$ cat config.mk
export PLATFORM = sky130hd
export DESIGN_NAME = mips_inst_encoder
export DESIGN_NICKNAME = d
export VERILOG_FILES = /design/src/rtl/mips_inst_encoder.sv
export SDC_FILE = /design/constraint.sdc
export NUM_CORES = 1
export LEC_CHECK = 0
export CAP_MARGIN = 30
export CORE_AREA = 2 2 84 86
export DETAILED_ROUTE_END_ITERATION = 7
export DIE_AREA = 0 0 86 88
export HOLD_SLACK_MARGIN = 0.03
export PLACE_DENSITY = 0.81
export SYNTH_ARGS = -nofsm -noshare
export SYNTH_HDL_FRONTEND = slang
export SYNTH_SLANG_ARGS = --single-unit
$ cat constraint.sdc
create_clock -name clk -period 1.8 [get_ports clk]
set_input_delay 0.27 -clock clk [delete_from_list [all_inputs] [get_ports clk]]
set_output_delay 0.27 -clock clk [all_outputs]
set_load 0.1 [all_outputs]
$ cat src/rtl/mips_inst_encoder.sv
`default_nettype none
// ============================================================================
//  Module      : mips_inst_encoder
//  Description : Packs symbolic MIPS instructions (selector + fields) into
//                32-bit words and writes them sequentially into instruction
//                memory. Accepts one request per cycle over valid/ready.
//                Build option INST_ENC_HAMD_EN enables the custom hamd R-type
//                (selector 9); without it selector 9 is rejected as illegal.
//  Revision    : 1.0  initial release
// ============================================================================
module mips_inst_encoder #(
  parameter int ADDR_W    = 6,
  parameter int BASE_ADDR = 0
) (
  input  logic              clk,
  input  logic              rst,
  input  logic              in_valid,
  output logic              in_ready,
  input  logic [4:0]        in_sel,
  input  logic [4:0]        in_rs,
  input  logic [4:0]        in_rt,
  input  logic [4:0]        in_rd,
  input  logic [4:0]        in_sa,
  input  logic [15:0]       in_imm,
  input  logic [25:0]       in_target,
  input  logic              in_last,
  input  logic              clear,
  output logic              imem_we,
  output logic [ADDR_W-1:0] imem_addr,
  output logic [31:0]       imem_wdata,
  output logic              done,
  output logic              full,
  output logic              err_illegal,
  output logic [ADDR_W:0]   inst_count
);

  // --------------------------------------------------------------------------
  // Address constants. The last usable address is the one just before the
  // base, modulo the memory size, so a full sweep wraps exactly once.
  // --------------------------------------------------------------------------
  localparam logic [ADDR_W-1:0] FIRST_ADDR = ADDR_W'(BASE_ADDR);
  localparam logic [ADDR_W-1:0] PTR_ONE    = ADDR_W'(1);
  localparam logic [ADDR_W-1:0] LAST_ADDR  = FIRST_ADDR - PTR_ONE;
  localparam logic [ADDR_W:0]   CNT_ONE    = (ADDR_W + 1)'(1);

  // Instruction selectors
  localparam logic [4:0] SEL_ADD  = 5'd0;
  localparam logic [4:0] SEL_SUB  = 5'd1;
  localparam logic [4:0] SEL_AND  = 5'd2;
  localparam logic [4:0] SEL_OR   = 5'd3;
  localparam logic [4:0] SEL_XOR  = 5'd4;
  localparam logic [4:0] SEL_SLL  = 5'd5;
  localparam logic [4:0] SEL_SRL  = 5'd6;
  localparam logic [4:0] SEL_SRA  = 5'd7;
  localparam logic [4:0] SEL_JR   = 5'd8;
  localparam logic [4:0] SEL_HAMD = 5'd9;
  localparam logic [4:0] SEL_ADDI = 5'd10;
  localparam logic [4:0] SEL_ANDI = 5'd11;
  localparam logic [4:0] SEL_ORI  = 5'd12;
  localparam logic [4:0] SEL_XORI = 5'd13;
  localparam logic [4:0] SEL_LW   = 5'd14;
  localparam logic [4:0] SEL_SW   = 5'd15;
  localparam logic [4:0] SEL_BEQ  = 5'd16;
  localparam logic [4:0] SEL_BNE  = 5'd17;
  localparam logic [4:0] SEL_LUI  = 5'd18;
  localparam logic [4:0] SEL_J    = 5'd19;
  localparam logic [4:0] SEL_JAL  = 5'd20;

  // R-type funct codes
  localparam logic [5:0] FN_ADD  = 6'b100000;
  localparam logic [5:0] FN_SUB  = 6'b100010;
  localparam logic [5:0] FN_AND  = 6'b100100;
  localparam logic [5:0] FN_OR   = 6'b100101;
  localparam logic [5:0] FN_XOR  = 6'b100110;
  localparam logic [5:0] FN_SLL  = 6'b000000;
  localparam logic [5:0] FN_SRL  = 6'b000010;
  localparam logic [5:0] FN_SRA  = 6'b000011;
  localparam logic [5:0] FN_JR   = 6'b001000;
`ifdef INST_ENC_HAMD_EN
  localparam logic [5:0] FN_HAMD = 6'b110000;
`endif

  // I/J-type opcodes
  localparam logic [5:0] OP_ADDI = 6'b001000;
  localparam logic [5:0] OP_ANDI = 6'b001100;
  localparam logic [5:0] OP_ORI  = 6'b001101;
  localparam logic [5:0] OP_XORI = 6'b001110;
  localparam logic [5:0] OP_LW   = 6'b100011;
  localparam logic [5:0] OP_SW   = 6'b101011;
  localparam logic [5:0] OP_BEQ  = 6'b000100;
  localparam logic [5:0] OP_BNE  = 6'b000101;
  localparam logic [5:0] OP_LUI  = 6'b001111;
  localparam logic [5:0] OP_J    = 6'b000010;
  localparam logic [5:0] OP_JAL  = 6'b000011;

  typedef enum logic [1:0] {
    S_IDLE = 2'd0,
    S_RUN  = 2'd1,
    S_DONE = 2'd2
  } state_t;

  state_t            state;
  state_t            state_nxt;
  logic [ADDR_W-1:0] ptr;
  logic [31:0]       enc_word;
  logic              enc_legal;
  logic              accept;
  logic              write_go;
  logic              hit_last_addr;

  // --------------------------------------------------------------------------
  // Word packing helpers
  // --------------------------------------------------------------------------
  function automatic logic [31:0] r_word(input logic [4:0] rs, input logic [4:0] rt,
                                         input logic [4:0] rd, input logic [4:0] sa,
                                         input logic [5:0] fn);
    return {6'b000000, rs, rt, rd, sa, fn};
  endfunction

  function automatic logic [31:0] i_word(input logic [5:0] op, input logic [4:0] rs,
                                         input logic [4:0] rt, input logic [15:0] imm);
    return {op, rs, rt, imm};
  endfunction

  function automatic logic [31:0] j_word(input logic [5:0] op, input logic [25:0] tgt);
    return {op, tgt};
  endfunction

  // Combinational encoder: selector to packed word plus legality flag
  always_comb begin
    enc_word  = 32'd0;
    enc_legal = 1'b1;
    case (in_sel)
      SEL_ADD:  enc_word = r_word(in_rs, in_rt, in_rd, 5'd0, FN_ADD);
      SEL_SUB:  enc_word = r_word(in_rs, in_rt, in_rd, 5'd0, FN_SUB);
      SEL_AND:  enc_word = r_word(in_rs, in_rt, in_rd, 5'd0, FN_AND);
      SEL_OR:   enc_word = r_word(in_rs, in_rt, in_rd, 5'd0, FN_OR);
      SEL_XOR:  enc_word = r_word(in_rs, in_rt, in_rd, 5'd0, FN_XOR);
      // Shifts take their operand from rt; rs is not part of the encoding
      SEL_SLL:  enc_word = r_word(5'd0, in_rt, in_rd, in_sa, FN_SLL);
      SEL_SRL:  enc_word = r_word(5'd0, in_rt, in_rd, in_sa, FN_SRL);
      SEL_SRA:  enc_word = r_word(5'd0, in_rt, in_rd, in_sa, FN_SRA);
      SEL_JR:   enc_word = r_word(in_rs, 5'd0, 5'd0, 5'd0, FN_JR);
      SEL_HAMD: begin
`ifdef INST_ENC_HAMD_EN
        enc_word = r_word(in_rs, in_rt, in_rd, 5'd0, FN_HAMD);
`else
        // Decoder without the hamd ALU path: reject like any unknown selector
        enc_legal = 1'b0;
`endif
      end
      SEL_ADDI: enc_word = i_word(OP_ADDI, in_rs, in_rt, in_imm);
      SEL_ANDI: enc_word = i_word(OP_ANDI, in_rs, in_rt, in_imm);
      SEL_ORI:  enc_word = i_word(OP_ORI,  in_rs, in_rt, in_imm);
      SEL_XORI: enc_word = i_word(OP_XORI, in_rs, in_rt, in_imm);
      SEL_LW:   enc_word = i_word(OP_LW,   in_rs, in_rt, in_imm);
      SEL_SW:   enc_word = i_word(OP_SW,   in_rs, in_rt, in_imm);
      SEL_BEQ:  enc_word = i_word(OP_BEQ,  in_rs, in_rt, in_imm);
      SEL_BNE:  enc_word = i_word(OP_BNE,  in_rs, in_rt, in_imm);
      SEL_LUI:  enc_word = i_word(OP_LUI,  5'd0,  in_rt, in_imm);
      SEL_J:    enc_word = j_word(OP_J,   in_target);
      SEL_JAL:  enc_word = j_word(OP_JAL, in_target);
      default:  enc_legal = 1'b0;
    endcase
  end

  // --------------------------------------------------------------------------
  // Handshake. Readiness depends only on registered state, so a producer may
  // legally wait for in_ready before raising in_valid.
  // --------------------------------------------------------------------------
  assign in_ready      = (state != S_DONE) && !full;
  assign accept        = in_valid && in_ready;
  assign write_go      = accept && enc_legal;
  // This write fills the final free slot; stop accepting from the next cycle.
  assign hit_last_addr = write_go && (ptr == LAST_ADDR);
  assign done          = (state == S_DONE);

  // State register
  always_ff @(posedge clk) begin
    if (rst) begin
      state <= S_IDLE;
    end else begin
      state <= state_nxt;
    end
  end

  // Next-state logic: a program ends on in_last or when memory fills up
  always_comb begin
    state_nxt = state;
    case (state)
      S_IDLE, S_RUN: begin
        if (accept) begin
          if (in_last || hit_last_addr) begin
            state_nxt = S_DONE;
          end else begin
            state_nxt = S_RUN;
          end
        end
      end
      S_DONE: begin
        if (clear) begin
          state_nxt = S_IDLE;
        end
      end
      default: state_nxt = S_IDLE;
    endcase
  end

  // Write port, pointer, counters and sticky flags
  always_ff @(posedge clk) begin
    if (rst) begin
      imem_we     <= 1'b0;
      imem_addr   <= '0;
      imem_wdata  <= 32'd0;
      ptr         <= FIRST_ADDR;
      inst_count  <= '0;
      full        <= 1'b0;
      err_illegal <= 1'b0;
    end else begin
      imem_we <= write_go;
      if (write_go) begin
        imem_addr  <= ptr;
        imem_wdata <= enc_word;
        ptr        <= ptr + PTR_ONE;
        inst_count <= inst_count + CNT_ONE;
      end
      if (hit_last_addr) begin
        full <= 1'b1;
      end
      if (accept && !enc_legal) begin
        err_illegal <= 1'b1;
      end
      // No request is accepted in DONE, so clear never collides with a write
      if (done && clear) begin
        ptr         <= FIRST_ADDR;
        inst_count  <= '0;
        full        <= 1'b0;
        err_illegal <= 1'b0;
      end
    end
  end

endmodule
`default_nettype wire

* After elaboration in Yosys (flattened, before gate mapping)
Cells that the tools add are included.
Operators by class: muxes and demuxes 6, shift-type cells 0, order comparisons 0, $add $sub $neg 2, div/mod/pow operators 0, bitwise logic cells 0, equality and inequality tests 25, multiply operators 0, reduce and logical (&&, ||, !) cells 15
Operator list (count):
- $pmux W32 S20 | 1
- $eq A5 B4 Y1 const B | 7
- $eq A5 B5 Y1 const B | 5
- $eq A5 B3 Y1 const B | 4
- $reduce_or A20 Y1 | 1
- $eq A5 B2 Y1 const B | 2
- $add A7 B1 Y7 const B | 1
- $add A6 B1 Y6 const B | 1
- $eq A6 B6 Y1 const B | 1
- $logic_and A1 B1 Y1 | 6
- $mux W2 | 3
- $ne A2 B2 Y1 const B | 3
- $eq A5 B1 Y1 const B | 1
- $logic_not A5 Y1 | 1
- $pmux W2 S2 | 1
- $reduce_or A2 Y1 | 2
- $eq A2 B1 Y1 const B | 1
- $eq A2 B2 Y1 const B | 1
- $logic_not A1 Y1 | 2
- $logic_not A2 Y1 | 1
- $reduce_and A2 Y1 | 1
- $logic_or A1 B1 Y1 | 1
- $mux W1 | 1
Word-level totals: latch bits 0, bits of input ports 72, memory bits (read-only) 0, memories kept 0, word-level logic and storage cells 56, output and inout bits 50, bits in writable memories 0, flip-flop bits (word level) 56

* Longest topological paths before layout
Gate-level depths: netlist (run 1).
depth after elaboration 9, mapped depth 8, mapped depth without buffers 6

* Least setup slack after synthesis (run 1)
Ideal clock, no wire load.
kind reg-to-reg, start point register state[0], end point register err_illegal, setup time 0.070 ns, arrival 2.575 ns, clock period less this slack 2.645 ns, buffers on the path 0, setup slack -0.845 ns, required time 1.730 ns, stages on the path, launching flop included 6, cells stage by stage dfxtp_1 nand2b_1 inv_1 nor2_1 a31oi_1 nor2_1
Between the ends: elaborated cells between the ends (all ways) 7, those cells by class eq/ne (2); reduce/logical (5)
RTL lines:
- start, declared | RTL line 102 | state_t state;
- start signal, assigned | RTL line 183 | state <= state_nxt;
- $eq A2 B2 Y1 | RTL line 176 | assign done = (state == S_DONE);
- net done | RTL line 31 | output logic done,
- $logic_and A1 B1 Y1 | RTL line 234 | if (done && clear) begin
- $reduce_or A2 Y1 (no line)
- end signal, assigned | RTL line 218 | err_illegal <= 1'b0;
- end signal, assigned | RTL line 231 | err_illegal <= 1'b1;
- end signal, assigned | RTL line 238 | err_illegal <= 1'b0;
- end, declared | RTL line 33 | output logic err_illegal,
The timed path passes the listed nets, and every way through them passes these cells. A chain may end at the register's enable or synchronous reset.

* Worst setup path after layout (run 1)
start point input port in_sel[2], end point register imem_wdata[6]
Between the ends: longest elaborated chain between the ends 4, elaborated cells between the ends (all ways) 24, those cells by class eq/ne (19); mux (2); reduce/logical (3)
RTL lines:
- start, declared | RTL line 19 | input logic [4:0] in_sel,
- $eq A5 B5 Y1, or another cell as far along | RTL line 133 | case (in_sel)
- $reduce_or A20 Y1 (no line)
- $mux W1 | RTL line 133
- $logic_and A1 B1 Y1 | RTL line 173 | assign write_go = accept && enc_legal;
- end signal, assigned | RTL line 223 | imem_wdata <= enc_word;
- end, declared | RTL line 30 | output logic [31:0] imem_wdata,
Several ways; a longest one is shown, not always the timed one.

==> impl_metrics.toml, run 1 <==
[run]
max_cap_violations = 0

[placement]
dp_hpwl_um = 6431
io_buffers = 120
gp_congestion = 0.8827
pre_cts_slack_ps = -339.6
dpl.cell_count = 538

[layout]
antenna_cells = 0
layout.nets = 539
syn2layout_area_growth_pct = 59.83
final_util_pct = 66.16
nFillCells = 556
final_cell_count_no_fill = 546
drive_above_1_share_pct = 26.39

[yosys]
synth_top_family_by_area = "simple AND/OR/NAND/NOR gates"
synthSimpleGateAreaFrac_pct = 24.02
yosys_register_bits = 55
yosysUniqueCellTypes = 54
syn_avg_cell_area_um2 = 8.462
yosysSeqAreaShare_pct = 40.04
synth_compound_area_share_pct = 23.29
netlist_top_cells_area = "dfxtp_1 40%, nor2_1 7.2%, nor3_1 4.0%, a211oi_1 3.8%, nand2_1 3.8%"
synth_flop_cell = "dfxtp_1"
synthAdderAreaFrac_pct = 0.9099
synth.mux.area_fraction_pct = 0.3640
synth.largest_area_cell = "dfxtp_1"
synth-edff-count = 0
yosysMostFrequentCell = "dfxtp_1"
synthArstFlopShare_pct = 0
synth_area_um2 = 2750
synth_common_cells = "55 x dfxtp_1, 53 x nor2_1, 28 x nand2_1"
synth_top_cell_area_share_pct = 40.04
yosysWarnings = 0
synthCells = 325
synth_fp_nets = 399
synth-xor-area-share_pct = 4.140

[clock_tree]
cts_made_buffers = 5
cts_tree = "built"
clk_pin_slew_ps = 100
clock_sinks = 55
holdBufCountCts = 0
post_cts_buffers = 0
clockRootBuffer = "clkbuf_8"
clock_latency_ps = 310
clockBufferDepth = 2
htree_num_levels = 2

[routing]
vias_per_cell = 5.474
wl_per_cell_um = 15.35
route.detailed.drc = 0
drtPass1Iterations = 5
ant_nets = 0
wl_um = 8383
dr_total_vias = 2989
drtIter0Drc = 122

[grt]
grt_overflow_total = 0
grt_pass1_wl_um = 13540
first_global_vias = 2954
grt_usage_pct = 22.46
antenna_found_initial = 0
grt_max_degree = 32

[power_and_ir_drop]
pwr-share-clk_pct = 24.1
seqPwrFrac_pct = 38.8
ir_worst_vdd_mv = 0.4973
p_comb_share_pct = 37.1
power.switching_w = 0.001292
power_density_nw_per_um2 = 786.0
swShare_pct = 37.39
p_leak_nw = 1.720
p_int_w = 0.002163

[run_status]
status = "completed"

[timing]
final.min_clock_period_ps = 1710
finalMaxSlewViolations = 0
finalSetupTns_ps = 0
layout_setup_ws_ps = 90.01
fin_crit_sh_pct = 95.00
finalHoldViolations = 0
fin_worst_hold_slack_ps = 463.3
fmax_mhz = 584.8
fin_skew_ps = 8.015
setup_viol = 0

[floorplan]
io_pins = 122
die_y_um = 88
die_width_um = 86
coreArea_um2 = 6644
dieArea_um2 = 7568
initial_utilization_pct = 41.39
num_rows = 30

[setup_path]
reg2reg_to = "imem_wdata[4]"
critPathCapture = "imem_wdata[6]"
r2r_start = "state[0]"
endpoint_kind = "flip-flop"
r2r_slack_ps = 260
critPathKind = "in -> reg"
cp.arrival_ps = 1910
required_ps = 2000
cp_max_fo = 21
crit_start = "in_sel[2]"
reg2reg_depth = 8
critPathLaunchType = "input port"

[min_path]
hp-start = "state[1]"
holdCritPathClass = "reg -> reg"
[metal layers]
metal	GRT usage (%)	vias up	share of wire, %
li1	-	1461	-
met1	25.26	1375	40
met2	40.94	135	50
met3	5.844	18	7.5
met4	8.081	0	2.2
met5	0	-	0
[cell type report]
type / count / area, µm² / area share [%]
inverters: 7 / 26.28 / 0.5978
repair buffers: 162 / 1550 / 35.27
clock buffers: 6 / 72.57 / 1.651
multi-input cells: 234 / 1501 / 34.16
clock inverters: 2 / 38.79 / 0.8824
flip-flops and latches: 55 / 1106 / 25.16
well taps: 80 / 100.1 / 2.277
[cells in the final DEF (no fill, tap or decap), types with 3 or more instances in the layout]
master            n
xnor2_1          12
inv_1             7
a221oi_2          3
dfxtp_1          51
buf_12           12
a221oi_1         11
nand3_1           5
dfxtp_2           4
a211oi_1         14
a311oi_1          3
a32oi_1           3
nor3_1           21
o21ai_0          12
nand2_1          28
clkdlybuf4s50_1  70
a222oi_1         10
nor2_1           50
a21oi_1          13
nand4_1           5
clkbuf_8          5
nand2b_1          4
buf_4            78
[how the worst min path moves through the flow]
| stage | end | cells after the start |
|---|---|---|
| 3_5_place_dp | imem_addr[1] | 2 |
| 5_1_grt | imem_wdata[31] | 2 |
| 2_1_floorplan | state[0] | 1 |
| 4_1_cts | imem_addr[1] | 2 |
| 3_3_place_gp | state[0] | 1 |
| 6_report | state[0] | 1 |
[state kept, by name (all words and copies together), names as in the netlist]
name,count
imem_wdata,31
full,1
state,2
ptr,6
err_illegal,1
imem_addr,6
inst_count,7
imem_we,1
[stage by stage]
| step | total power [W] | cell area [µm²] |
|---|---|---|
| 2_1_floorplan | 0.002181 | 2763 |
| 3_3_place_gp | 0.002619 | 4245 |
| 3_5_place_dp | 0.002637 | 4245 |
| 4_1_cts | 0.003457 | 4368 |
| 5_1_grt | 0.003593 | 4395 |
| 6_report | 0.003455 | 4395 |
[logic make-up (layout without fill, tap and decap cells)]
family / Yosys count / after routing
flops: 55 / 55
buf+inv: 36 / 177
fa+ha+maj: 2 / 2
mux: 1 / 1
simple gates: 135 / 135
compound gates: 82 / 82
xor+xnor: 13 / 13
other cells: 1 / 1
[critical path: stages]
cell and delay, ps:
clkdlybuf4s50_1 490, buf_4 180, and3b_4 240, o21a_4 300
a222oi_1 300, a211oi_1 120
[power groups by stage]
stage | Clock (W) | Sequential (W) | Combinational (W)
floorplan | 0 | 0.00184 | 0.000345
global placement | 0 | 0.00136 | 0.00125
detailed placement | 0 | 0.00137 | 0.00127
CTS | 0.000838 | 0.00134 | 0.00128
global route | 0.000897 | 0.00135 | 0.00135
finish | 0.000832 | 0.00134 | 0.00128
[timing repair]
action | in CTS | in global routing
pin swaps | 0 | 1
gates resized for setup | 2 | 6
setup endpoints to repair | 1 | 15
(Power assumes the default switching activity.)
==> run 2: changes to the inputs <==
--- a/config.mk
+++ b/config.mk
@@ -11,6 +11,7 @@
 export DIE_AREA = 0 0 86 88
 export HOLD_SLACK_MARGIN = 0.03
 export PLACE_DENSITY = 0.81
+export SLEW_MARGIN = 25
 export SYNTH_ARGS = -nofsm -noshare
 export SYNTH_HDL_FRONTEND = slang
 export SYNTH_SLANG_ARGS = --single-unit
==> results of run 2 <==
No change in the layout: final DEF, timing and power equal those of run 1.
